[config.mk]
export PLATFORM = sky130hd
export DESIGN_NAME = pipe_decoder_flat
export DESIGN_NICKNAME = d
export VERILOG_FILES = /design/src/rtl/pipe_decoder_pkg.sv /design/src/rtl/pipe_decoder_if.sv /design/src/rtl/pipe_decoder_dec_core.sv /design/src/rtl/pipe_decoder.sv /design/src/flat_wrapper.sv
export SDC_FILE = /design/constraint.sdc
export NUM_CORES = 1
export LEC_CHECK = 0
export ABC_AREA = 1
export ABC_CLOCK_PERIOD_IN_PS = 1500
export BUFFER_PORTS_ARGS = -buffer_cell sky130_fd_sc_hd__buf_4
export CAP_MARGIN = 30
export CORE_AREA = 3 3 40 42
export DETAILED_ROUTE_END_ITERATION = 10
export DIE_AREA = 0 0 43 45
export PLACE_DENSITY = 0.69
export SLEW_MARGIN = 20
export SYNTH_ARGS = -nofsm -noshare
export SYNTH_HDL_FRONTEND = slang
export SYNTH_SLANG_ARGS = --single-unit
[constraint.sdc]
create_clock -name clk -period 1.5 [get_ports clk]
set_clock_uncertainty 0.05 [all_clocks]
set_input_delay 0.15 -clock clk [delete_from_list [all_inputs] [get_ports clk]]
set_output_delay 0.15 -clock clk [all_outputs]
set_load 0.02 [all_outputs]
[src/rtl/pipe_decoder_pkg.sv]
// Shared types, constants and helpers for the registered select decoder.
// Helpers work on the widest legal index so every instance can share them.
package pipe_decoder_pkg;

    localparam logic MODE_ONEHOT = 1'b0;
    localparam logic MODE_THERMO = 1'b1;

    localparam int MAX_SEL_W = 8;

    typedef enum logic {
        EMPTY = 1'b0,
        FULL  = 1'b1
    } state_e;

    // Reverse the low w bits of v; bits at and above w come back zero.
    function automatic logic [MAX_SEL_W-1:0] bit_rev(
        input logic [MAX_SEL_W-1:0] v,
        input int                   w
    );
        logic [MAX_SEL_W-1:0] r;
        r = '0;
        for (int i = 0; i < MAX_SEL_W; i++) begin
            if (i < w) begin
                r[3'(w - 1 - i)] = v[i];
            end
        end
        return r;
    endfunction

    function automatic logic dec_bit(
        input int                   k,
        input logic [MAX_SEL_W-1:0] idx,
        input logic                 mode
    );
        int i;
        i = int'(idx);
        if (mode == MODE_THERMO) begin
            return k <= i;
        end
        return k == i;
    endfunction

endpackage

[src/rtl/pipe_decoder_if.sv]
// Valid/ready select-in, decoded-out bundle plus error counter controls.
// master drives selects and ready; slave is the decoder.
interface pipe_decoder_if #(
    parameter int SEL_W     = 3,
    parameter int N_OUT     = 8,
    parameter int ERR_CNT_W = 8
);
    logic                 in_valid;
    logic                 in_ready;
    logic [SEL_W-1:0]     in_sel;
    logic                 in_mode;
    logic                 out_valid;
    logic                 out_ready;
    logic [N_OUT-1:0]     out_dec;
    logic                 out_err;
    logic                 err_clr;
    logic [ERR_CNT_W-1:0] err_cnt;

    modport master (
        output in_valid,
        output in_sel,
        output in_mode,
        output out_ready,
        output err_clr,
        input  in_ready,
        input  out_valid,
        input  out_dec,
        input  out_err,
        input  err_cnt
    );

    modport slave (
        input  in_valid,
        input  in_sel,
        input  in_mode,
        input  out_ready,
        input  err_clr,
        output in_ready,
        output out_valid,
        output out_dec,
        output out_err,
        output err_cnt
    );
endinterface

[src/rtl/pipe_decoder_dec_core.sv]
// Combinational index to one-hot / thermometer decode with range flag.
// Usable unregistered wherever a plain decode is enough.
module dec_core
    import pipe_decoder_pkg::*;
#(
    parameter int N_OUT = 8
) (
    input  logic [MAX_SEL_W-1:0] idx_i,
    input  logic                 mode_i,
    output logic [N_OUT-1:0]     dec_o,
    output logic                 err_o
);

    always_comb begin
        err_o = int'(idx_i) >= N_OUT;
        dec_o = '0;
        for (int k = 0; k < N_OUT; k++) begin
            dec_o[k] = !err_o && dec_bit(k, idx_i, mode_i);
        end
    end

endmodule

[src/rtl/pipe_decoder.sv]
// Registered, flow-controlled select decoder with saturating
// out-of-range counter.
module pipe_decoder
    import pipe_decoder_pkg::*;
#(
    parameter int SEL_W     = 3,
    parameter int N_OUT     = 8,
    parameter int BIT_REV   = 1,
    parameter int ERR_CNT_W = 8
) (
    input logic           clk,
    input logic           rst_n,
    pipe_decoder_if.slave bus
);

    state_e               state_q, state_d;
    logic [N_OUT-1:0]     dec_q, dec_d, dec_w;
    logic                 err_q, err_d, err_w;
    logic [ERR_CNT_W-1:0] cnt_q, cnt_d;
    logic [MAX_SEL_W-1:0] sel_w, idx_w;
    logic                 in_ready;
    logic                 accept;

    assign sel_w = MAX_SEL_W'(bus.in_sel);
    assign idx_w = (BIT_REV != 0) ? bit_rev(sel_w, SEL_W) : sel_w;

    dec_core #(
        .N_OUT(N_OUT)
    ) u_core (
        .idx_i  (idx_w),
        .mode_i (bus.in_mode),
        .dec_o  (dec_w),
        .err_o  (err_w)
    );

    // Downstream ready passes straight through so a full stage still streams.
    assign in_ready = (state_q == EMPTY) || bus.out_ready;
    assign accept   = bus.in_valid && in_ready;

    always_comb begin
        state_d = state_q;
        dec_d   = dec_q;
        err_d   = err_q;
        unique case (state_q)
            EMPTY: begin
                if (accept) begin
                    state_d = FULL;
                end
            end
            FULL: begin
                if (bus.out_ready && !accept) begin
                    state_d = EMPTY;
                end
            end
            default: state_d = EMPTY;
        endcase
        if (accept) begin
            dec_d = dec_w;
            err_d = err_w;
        end
    end

    // Clear first, then count, so clear plus a bad word leaves one.
    always_comb begin
        cnt_d = bus.err_clr ? '0 : cnt_q;
        if (accept && err_w && (cnt_d != '1)) begin
            cnt_d = cnt_d + ERR_CNT_W'(1);
        end
    end

    always_ff @(posedge clk or negedge rst_n) begin
        if (!rst_n) begin
            state_q <= EMPTY;
            dec_q   <= '0;
            err_q   <= 1'b0;
            cnt_q   <= '0;
        end else begin
            state_q <= state_d;
            dec_q   <= dec_d;
            err_q   <= err_d;
            cnt_q   <= cnt_d;
        end
    end

    assign bus.in_ready  = in_ready;
    assign bus.out_valid = (state_q == FULL);
    assign bus.out_dec   = dec_q;
    assign bus.out_err   = err_q;
    assign bus.err_cnt   = cnt_q;

endmodule

[src/flat_wrapper.sv]
// flat-port wrapper written by rule: the top's interface ports become plain ports
module pipe_decoder_flat import pipe_decoder_pkg::*;
#(
    parameter int SEL_W     = 3,
    parameter int N_OUT     = 8,
    parameter int BIT_REV   = 1,
    parameter int ERR_CNT_W = 8
)
  (clk, rst_n, bus_in_valid, bus_in_sel, bus_in_mode, bus_out_ready, bus_err_clr, bus_in_ready, bus_out_valid, bus_out_dec, bus_out_err, bus_err_cnt);
  pipe_decoder_if #(.SEL_W(SEL_W), .N_OUT(N_OUT), .ERR_CNT_W(ERR_CNT_W)) bus_i ();
  input logic clk;
  input logic rst_n;
  input wire logic [$bits(bus_i.in_valid)-1:0] bus_in_valid;
  input wire logic [$bits(bus_i.in_sel)-1:0] bus_in_sel;
  input wire logic [$bits(bus_i.in_mode)-1:0] bus_in_mode;
  input wire logic [$bits(bus_i.out_ready)-1:0] bus_out_ready;
  input wire logic [$bits(bus_i.err_clr)-1:0] bus_err_clr;
  output wire logic [$bits(bus_i.in_ready)-1:0] bus_in_ready;
  output wire logic [$bits(bus_i.out_valid)-1:0] bus_out_valid;
  output wire logic [$bits(bus_i.out_dec)-1:0] bus_out_dec;
  output wire logic [$bits(bus_i.out_err)-1:0] bus_out_err;
  output wire logic [$bits(bus_i.err_cnt)-1:0] bus_err_cnt;
  assign bus_i.in_valid = bus_in_valid;
  assign bus_i.in_sel = bus_in_sel;
  assign bus_i.in_mode = bus_in_mode;
  assign bus_i.out_ready = bus_out_ready;
  assign bus_i.err_clr = bus_err_clr;
  assign bus_in_ready = bus_i.in_ready;
  assign bus_out_valid = bus_i.out_valid;
  assign bus_out_dec = bus_i.out_dec;
  assign bus_out_err = bus_i.out_err;
  assign bus_err_cnt = bus_i.err_cnt;
  pipe_decoder #(.SEL_W(SEL_W), .N_OUT(N_OUT), .BIT_REV(BIT_REV), .ERR_CNT_W(ERR_CNT_W)) u_core (.clk(clk), .rst_n(rst_n), .bus(bus_i));
endmodule
==> results_dict.tcl, run 1 <==
set metrics [dict create \
    status "complete, no violations" \
    final.setup.worst_slack_ns 0.377 \
    synth_cell_types 11 \
    wire_per_inst_um 9.75 \
    fin_nets 95 \
    clkSinkCount 9 \
    via_per_inst 4.57 \
    grt_pass1_wl_mm 1.58 \
    grt_usage_pct 10.8 \
    cts_max_path_buffers 2 \
    dieWidth_um 43 \
    worstPathRequired_ns 1.30 \
    start_kind "flop" \
    postSynthAreaPerCell_um2 7.62 \
    drc 0 \
    numCtsBuffers 3 \
    hold_class "in -> reg" \
    finalCritPeriodShare_pct 74.9 \
    criticalPathCategory "reg -> out" \
    fin_area_um2 633 \
    crit_path_end_kind "output pin" \
    vias 457 \
    syn_inst 64 \
    drtIter0Drc 12 \
    antennaDiodeCount 0 \
    ant_nets 0 \
    overflow 0 \
    drv_slew 0 \
    fp.dieH_um 45 \
    ys_seq_elements 9 \
    post-dp-hpwl_um 788 \
    io_buffers 17 \
    seq_area_frac_synth_pct 46.2 \
    setup_tns_ns 0 \
    gp_congestion 0.845 \
    hold_violations 0 \
    cp.arrival_ns 0.92 \
    setup_violations 0 \
    grt_max_degree 10 \
    cts_tree "done" \
    ctsRootBufferMaster "clkbuf_4" \
    htree_levels 1 \
    clk-insertion-delay-late_ns 0.26 \
    power.density_nw_per_um2 1040 \
    preCtsSetupSlack_ns 0.534 \
    area.growth.synth_to_final_pct 29.7 \
    grt_pass1_vias 403 \
    path_max_fanout 4 \
    core_um2 1280 \
    start_util_pct 38.0 \
    dp.cells 95 \
    yosysWarnings 0 \
    placementRows 13 \
    path_clk_slew_ns 0.06 \
    placed_area_um2 597 \
    die_area_um2 1940 \
    max_freq_mhz 891 \
    finalNonFillerCells 100 \
    grt_setup_unrepaired "false" \
    power_leakage_nw 0.364 \
    max-vdd-ir-drop_mv 0.421 \
    io_pins 28 \
    routed_wl_um 975 \
    final_layout_size_suffix_gt1_share_pct 28.2 \
    syn_area_um2 488 \
    dr.pass1.iters 4 \
    drv_cap 0 \
    cts.repair.resized 0 \
    antenna_found_initial 0 \
    period_needed_ns 1.12 \
]
cells in the mapped netlist:
| cell | count | area [um2] |
|---|---|---|
| nand2_2 | 2 | 12.5 |
| dfrtp_1 | 9 | 225 |
| conb_1 | 1 | 3.75 |
| a21oi_2 | 1 | 8.76 |
| inv_1 | 5 | 18.8 |
| o21ai_0 | 6 | 30.0 |
| nand2_1 | 24 | 90.1 |
| nand3_1 | 4 | 20.0 |
| buf_4 | 9 | 67.6 |
| inv_2 | 1 | 3.75 |
| nor2_1 | 2 | 7.51 |
area by class of cell:
| type | count | area (um2) |
|---|---|---|
| fill | 131 | 652 |
| sequential | 9 | 225 |
| multi-input combinational | 48 | 203 |
| timing repair buffer | 18 | 138 |
| clock buffer | 4 | 26.3 |
| inverter | 6 | 22.5 |
| tap | 15 | 18.8 |
report_power, final:
part / internal [mW] / switching (mW) / total [mW]
logic: 0.0713 / 0.116 / 0.188
clock network: 0.102 / 0.0807 / 0.183
registers: 0.271 / 0.0161 / 0.287
cells in the final DEF, fill, tap and decap left out, drive strengths merged:
cell type and n:
clkbuf 4, dfrtp 9, nor2 2, inv 6, buf 17, a21oi 1
o21ai 6, dlygate4sd3 1, nand3 4, conb 9, nand2 26
routing by layer:
metal	vias to the layer above	global-route usage [%]	routed length, um
li1	225	-	-
met3	0	2.39	112
met1	201	12.7	418
met2	31	18.6	444
met5	-	0	0
met4	0	5.42	0
sequential cells by signal (all words and copies together) (netlist names):
name and flops:
u_core.bus.out_dec 8, u_core.bus.out_valid 1
what timing repair did:
action	in CTS	in global routing
endpoints found under the hold margin	9	0
setup buffers	0	0
hold buffers	1	0
per-stage QoR:
step                      power (mW)  util [%]  hold slack [ns]
after global placement         0.475      46.4          -0.0721
after CTS                      0.663      49.3           0.0690
after floorplan                0.412         -           -0.196
final                          0.658      49.3           0.0632
after global routing           0.698      49.3           0.0855
after detailed placement       0.478      46.4          -0.0715
worst max-delay path, cell delays in order (launching register included):
cell and delay [ns]:
dfrtp_1 0.41, nand2_2 0.11, buf_4 0.15
cells by family after synthesis:
group	count (synthesis)	synth area share, %
AO/OA/AOI/OAI	7	7.95
other	1	0.768
flip-flops	9	46.2
AND/OR/NAND/NOR	32	26.7
buffers and inverters	15	18.5
final timing paths:
check	startpoint	end	slack [ns]	cells past startpoint
max	u_core.bus.out_valid	bus_in_ready	0.38	2
min	bus_in_valid	u_core.bus.out_valid	0.06	3
max reg2reg	u_core.bus.out_valid	u_core.bus.out_dec[6]	0.53	4
min reg2reg	u_core.bus.out_dec[1]	u_core.bus.out_dec[1]	0.43	2
max in group asynchronous	rst_n	u_core.bus.out_dec[1]	1.07	2
min in group asynchronous	rst_n	u_core.bus.out_dec[3]	0.20	2
(Power assumes the default switching activity.)
==> inputs of run 2 (changes only) <==
--- a/config.mk
+++ b/config.mk
@@ -6,7 +6,7 @@
 export NUM_CORES = 1
 export LEC_CHECK = 0
 export ABC_AREA = 1
-export ABC_CLOCK_PERIOD_IN_PS = 1500
+export ABC_CLOCK_PERIOD_IN_PS = 1050
 export BUFFER_PORTS_ARGS = -buffer_cell sky130_fd_sc_hd__buf_4
 export CAP_MARGIN = 30
 export CORE_AREA = 3 3 40 42
==> constraint.sdc (replaced) <==
create_clock -name clk -period 1.05 [get_ports clk]
set_clock_uncertainty 0.05 [all_clocks]
set_input_delay 0.105 -clock clk [delete_from_list [all_inputs] [get_ports clk]]
set_output_delay 0.105 -clock clk [all_outputs]
set_load 0.02 [all_outputs]
==> results_dict.tcl, run 2 (same netlist as run 1, synthesis figures left out) <==
set metrics [dict create \
    setup_tns_ns -0.0306 \
    cts_max_path_buffers 2 \
    setup_violations 1 \
    status "finished with violations" \
    via_per_inst 4.56 \
    power.clock.fraction_pct 29.5 \
    ant_nets 0 \
    drc 0 \
    path_clk_slew_ns 0.07 \
    antenna_found_initial 0 \
    dr.pass1.iters 5 \
    postCtsSetupBuffers 0 \
    crit_chain "nand2_4, buf_6" \
    drtIter0Drc 9 \
    finalCritPeriodShare_pct 103 \
    power.density_nw_per_um2 1510 \
    crit_buf_inv 1 \
    path_max_fanout 4 \
    io_pins 28 \
    fin_nets 95 \
    wire_per_inst_um 10.8 \
    p_int_mw 0.639 \
    fin_hold_ws_ns 0.0126 \
    period_needed_ns 1.08 \
    routed_wl_mm 1.08 \
    violations "setup timing" \
    combPwrFrac_pct 28.2 \
    drv_cap 0 \
    max_freq_mhz 925 \
    criticalPathCategory "reg -> out" \
    clk-insertion-delay-late_ns 0.27 \
    numCtsBuffers 3 \
    clkSinkCount 9 \
    grt_max_degree 10 \
    placementRows 13 \
    fin_area_um2 642 \
    antennaDiodeCount 0 \
    area.growth.synth_to_final_pct 31.5 \
    hold_violations 0 \
    crit_slowest_cell "dfrtp_1" \
    drv_slew 0 \
    grt_pass1_vias 403 \
    htree_levels 1 \
    power_leakage_nw 0.369 \
    vias 456 \
    final.setup.worst_slack_ns -0.0306 \
    final_common_cell "nand2_1" \
    dieWidth_um 43 \
    largest_reg_flops 8 \
    overflow 0 \
    start_util_pct 38.0 \
    placed_area_um2 602 \
    cp.arrival_ns 0.93 \
    final_layout_size_suffix_gt1_share_pct 28.2 \
    max_stage_delay_ns 0.43 \
    p_sw_share_pct 34.2 \
    core_um2 1280 \
    gp_congestion 0.765 \
    start_kind "flop" \
    post-route-util_pct 50.0 \
    grt_setup_unrepaired "true" \
    io_buffers 17 \
    fp.dieH_um 45 \
    die_area_um2 1940 \
    netSwitchingPower_mw 0.332 \
    pwr-share-seq_pct 42.3 \
    grt_usage_pct 13.4 \
    grt_pass1_wl_mm 1.77 \
    critPathTopFamily "flip-flops" \
    layout_common_cells "nand2_1, buf_4, conb_1, dfrtp_1, o21ai_0" \
    post-dp-hpwl_um 815 \
    hold_class "in -> reg" \
    worstPathRequired_ns 0.89 \
    cts_tree "done" \
    ctsRootBufferMaster "clkbuf_4" \
    crit_path_end_kind "output pin" \
    max-vdd-ir-drop_mv 0.522 \
]
## run 2: cell types whose count changed in the layout (fill, tap and decap cells not counted)
| cell | change |
|---|---|
| buf_6 | +1 |
| buf_4 | -1 |
| nand2_2 | -1 |
| nand2_4 | +1 |
## run 2: repair_timing
item                                    4_1_cts  5_1_grt
endpoints found under the setup margin        1        3
hold endpoints to repair                      9        0
hold buffers                                  1        0
pin swaps                                     1        1
gates resized for setup                       1        0
## run 2: power by group through the flow
| stage | Sequential [mW] | Clock [mW] | Combinational (mW) |
|---|---|---|---|
| 2_1_floorplan | 0.468 | 0 | 0.124 |
| 3_3_place_gp | 0.415 | 0 | 0.267 |
| 3_5_place_dp | 0.417 | 0 | 0.270 |
| 4_1_cts | 0.411 | 0.285 | 0.277 |
| 5_1_grt | 0.416 | 0.307 | 0.299 |
| 6_report | 0.410 | 0.286 | 0.274 |
## run 2: path summary, 6_finish.rpt
path | from | end | slack (ns) | depth (start not counted)
worst min register to register | u_core.bus.out_dec[0] | u_core.bus.out_dec[0] | 0.43 | 2
min in group asynchronous | rst_n | u_core.bus.out_valid | 0.15 | 2
max in group asynchronous | rst_n | u_core.bus.out_dec[1] | 0.66 | 2
worst max-delay path | u_core.bus.out_valid | bus_in_ready | -0.03 | 2
worst max register to register | u_core.bus.out_valid | u_core.bus.out_dec[2] | 0.08 | 3
worst min-delay path | bus_in_valid | u_core.bus.out_valid | 0.01 | 3
## run 2: final cells by class
| cell class | instances | area [um2] |
|---|---|---|
| clock buffer | 4 | 26.3 |
| fill | 130 | 643 |
| inverter | 6 | 22.5 |
| multi-input combinational | 48 | 208 |
| sequential | 9 | 225 |
| tap | 15 | 18.8 |
| timing repair buffer | 18 | 141 |
## run 2: worst min-delay path: cells and delay by family
kind	cells	cell delay [ns]
buffers and inverters	2	0.14
and+or+nand+nor	1	0.06
## run 2: per-layer routing
| metal | part of all wire (%) | global-route usage, % | routed length [um] | vias up |
|---|---|---|---|---|
| met5 | 0 | 0 | 0 | - |
| met4 | 4.4 | 12.7 | 48 | 0 |
| met3 | 9.4 | 5.18 | 102 | 5 |
| met2 | 46 | 19.8 | 502 | 25 |
| met1 | 40 | 14.6 | 427 | 203 |
| li1 | - | - | - | 223 |
## run 2: per-stage QoR
step / total power [mW] / std cells / setup slack [ns]
2_1_floorplan: 0.592 / 72 / 0.0159
3_3_place_gp: 0.682 / 95 / 0.111
3_5_place_dp: 0.687 / 95 / 0.107
4_1_cts: 0.973 / 100 / -0.0203
5_1_grt: 1.02 / 100 / -0.0651
6_report: 0.970 / 100 / -0.0306
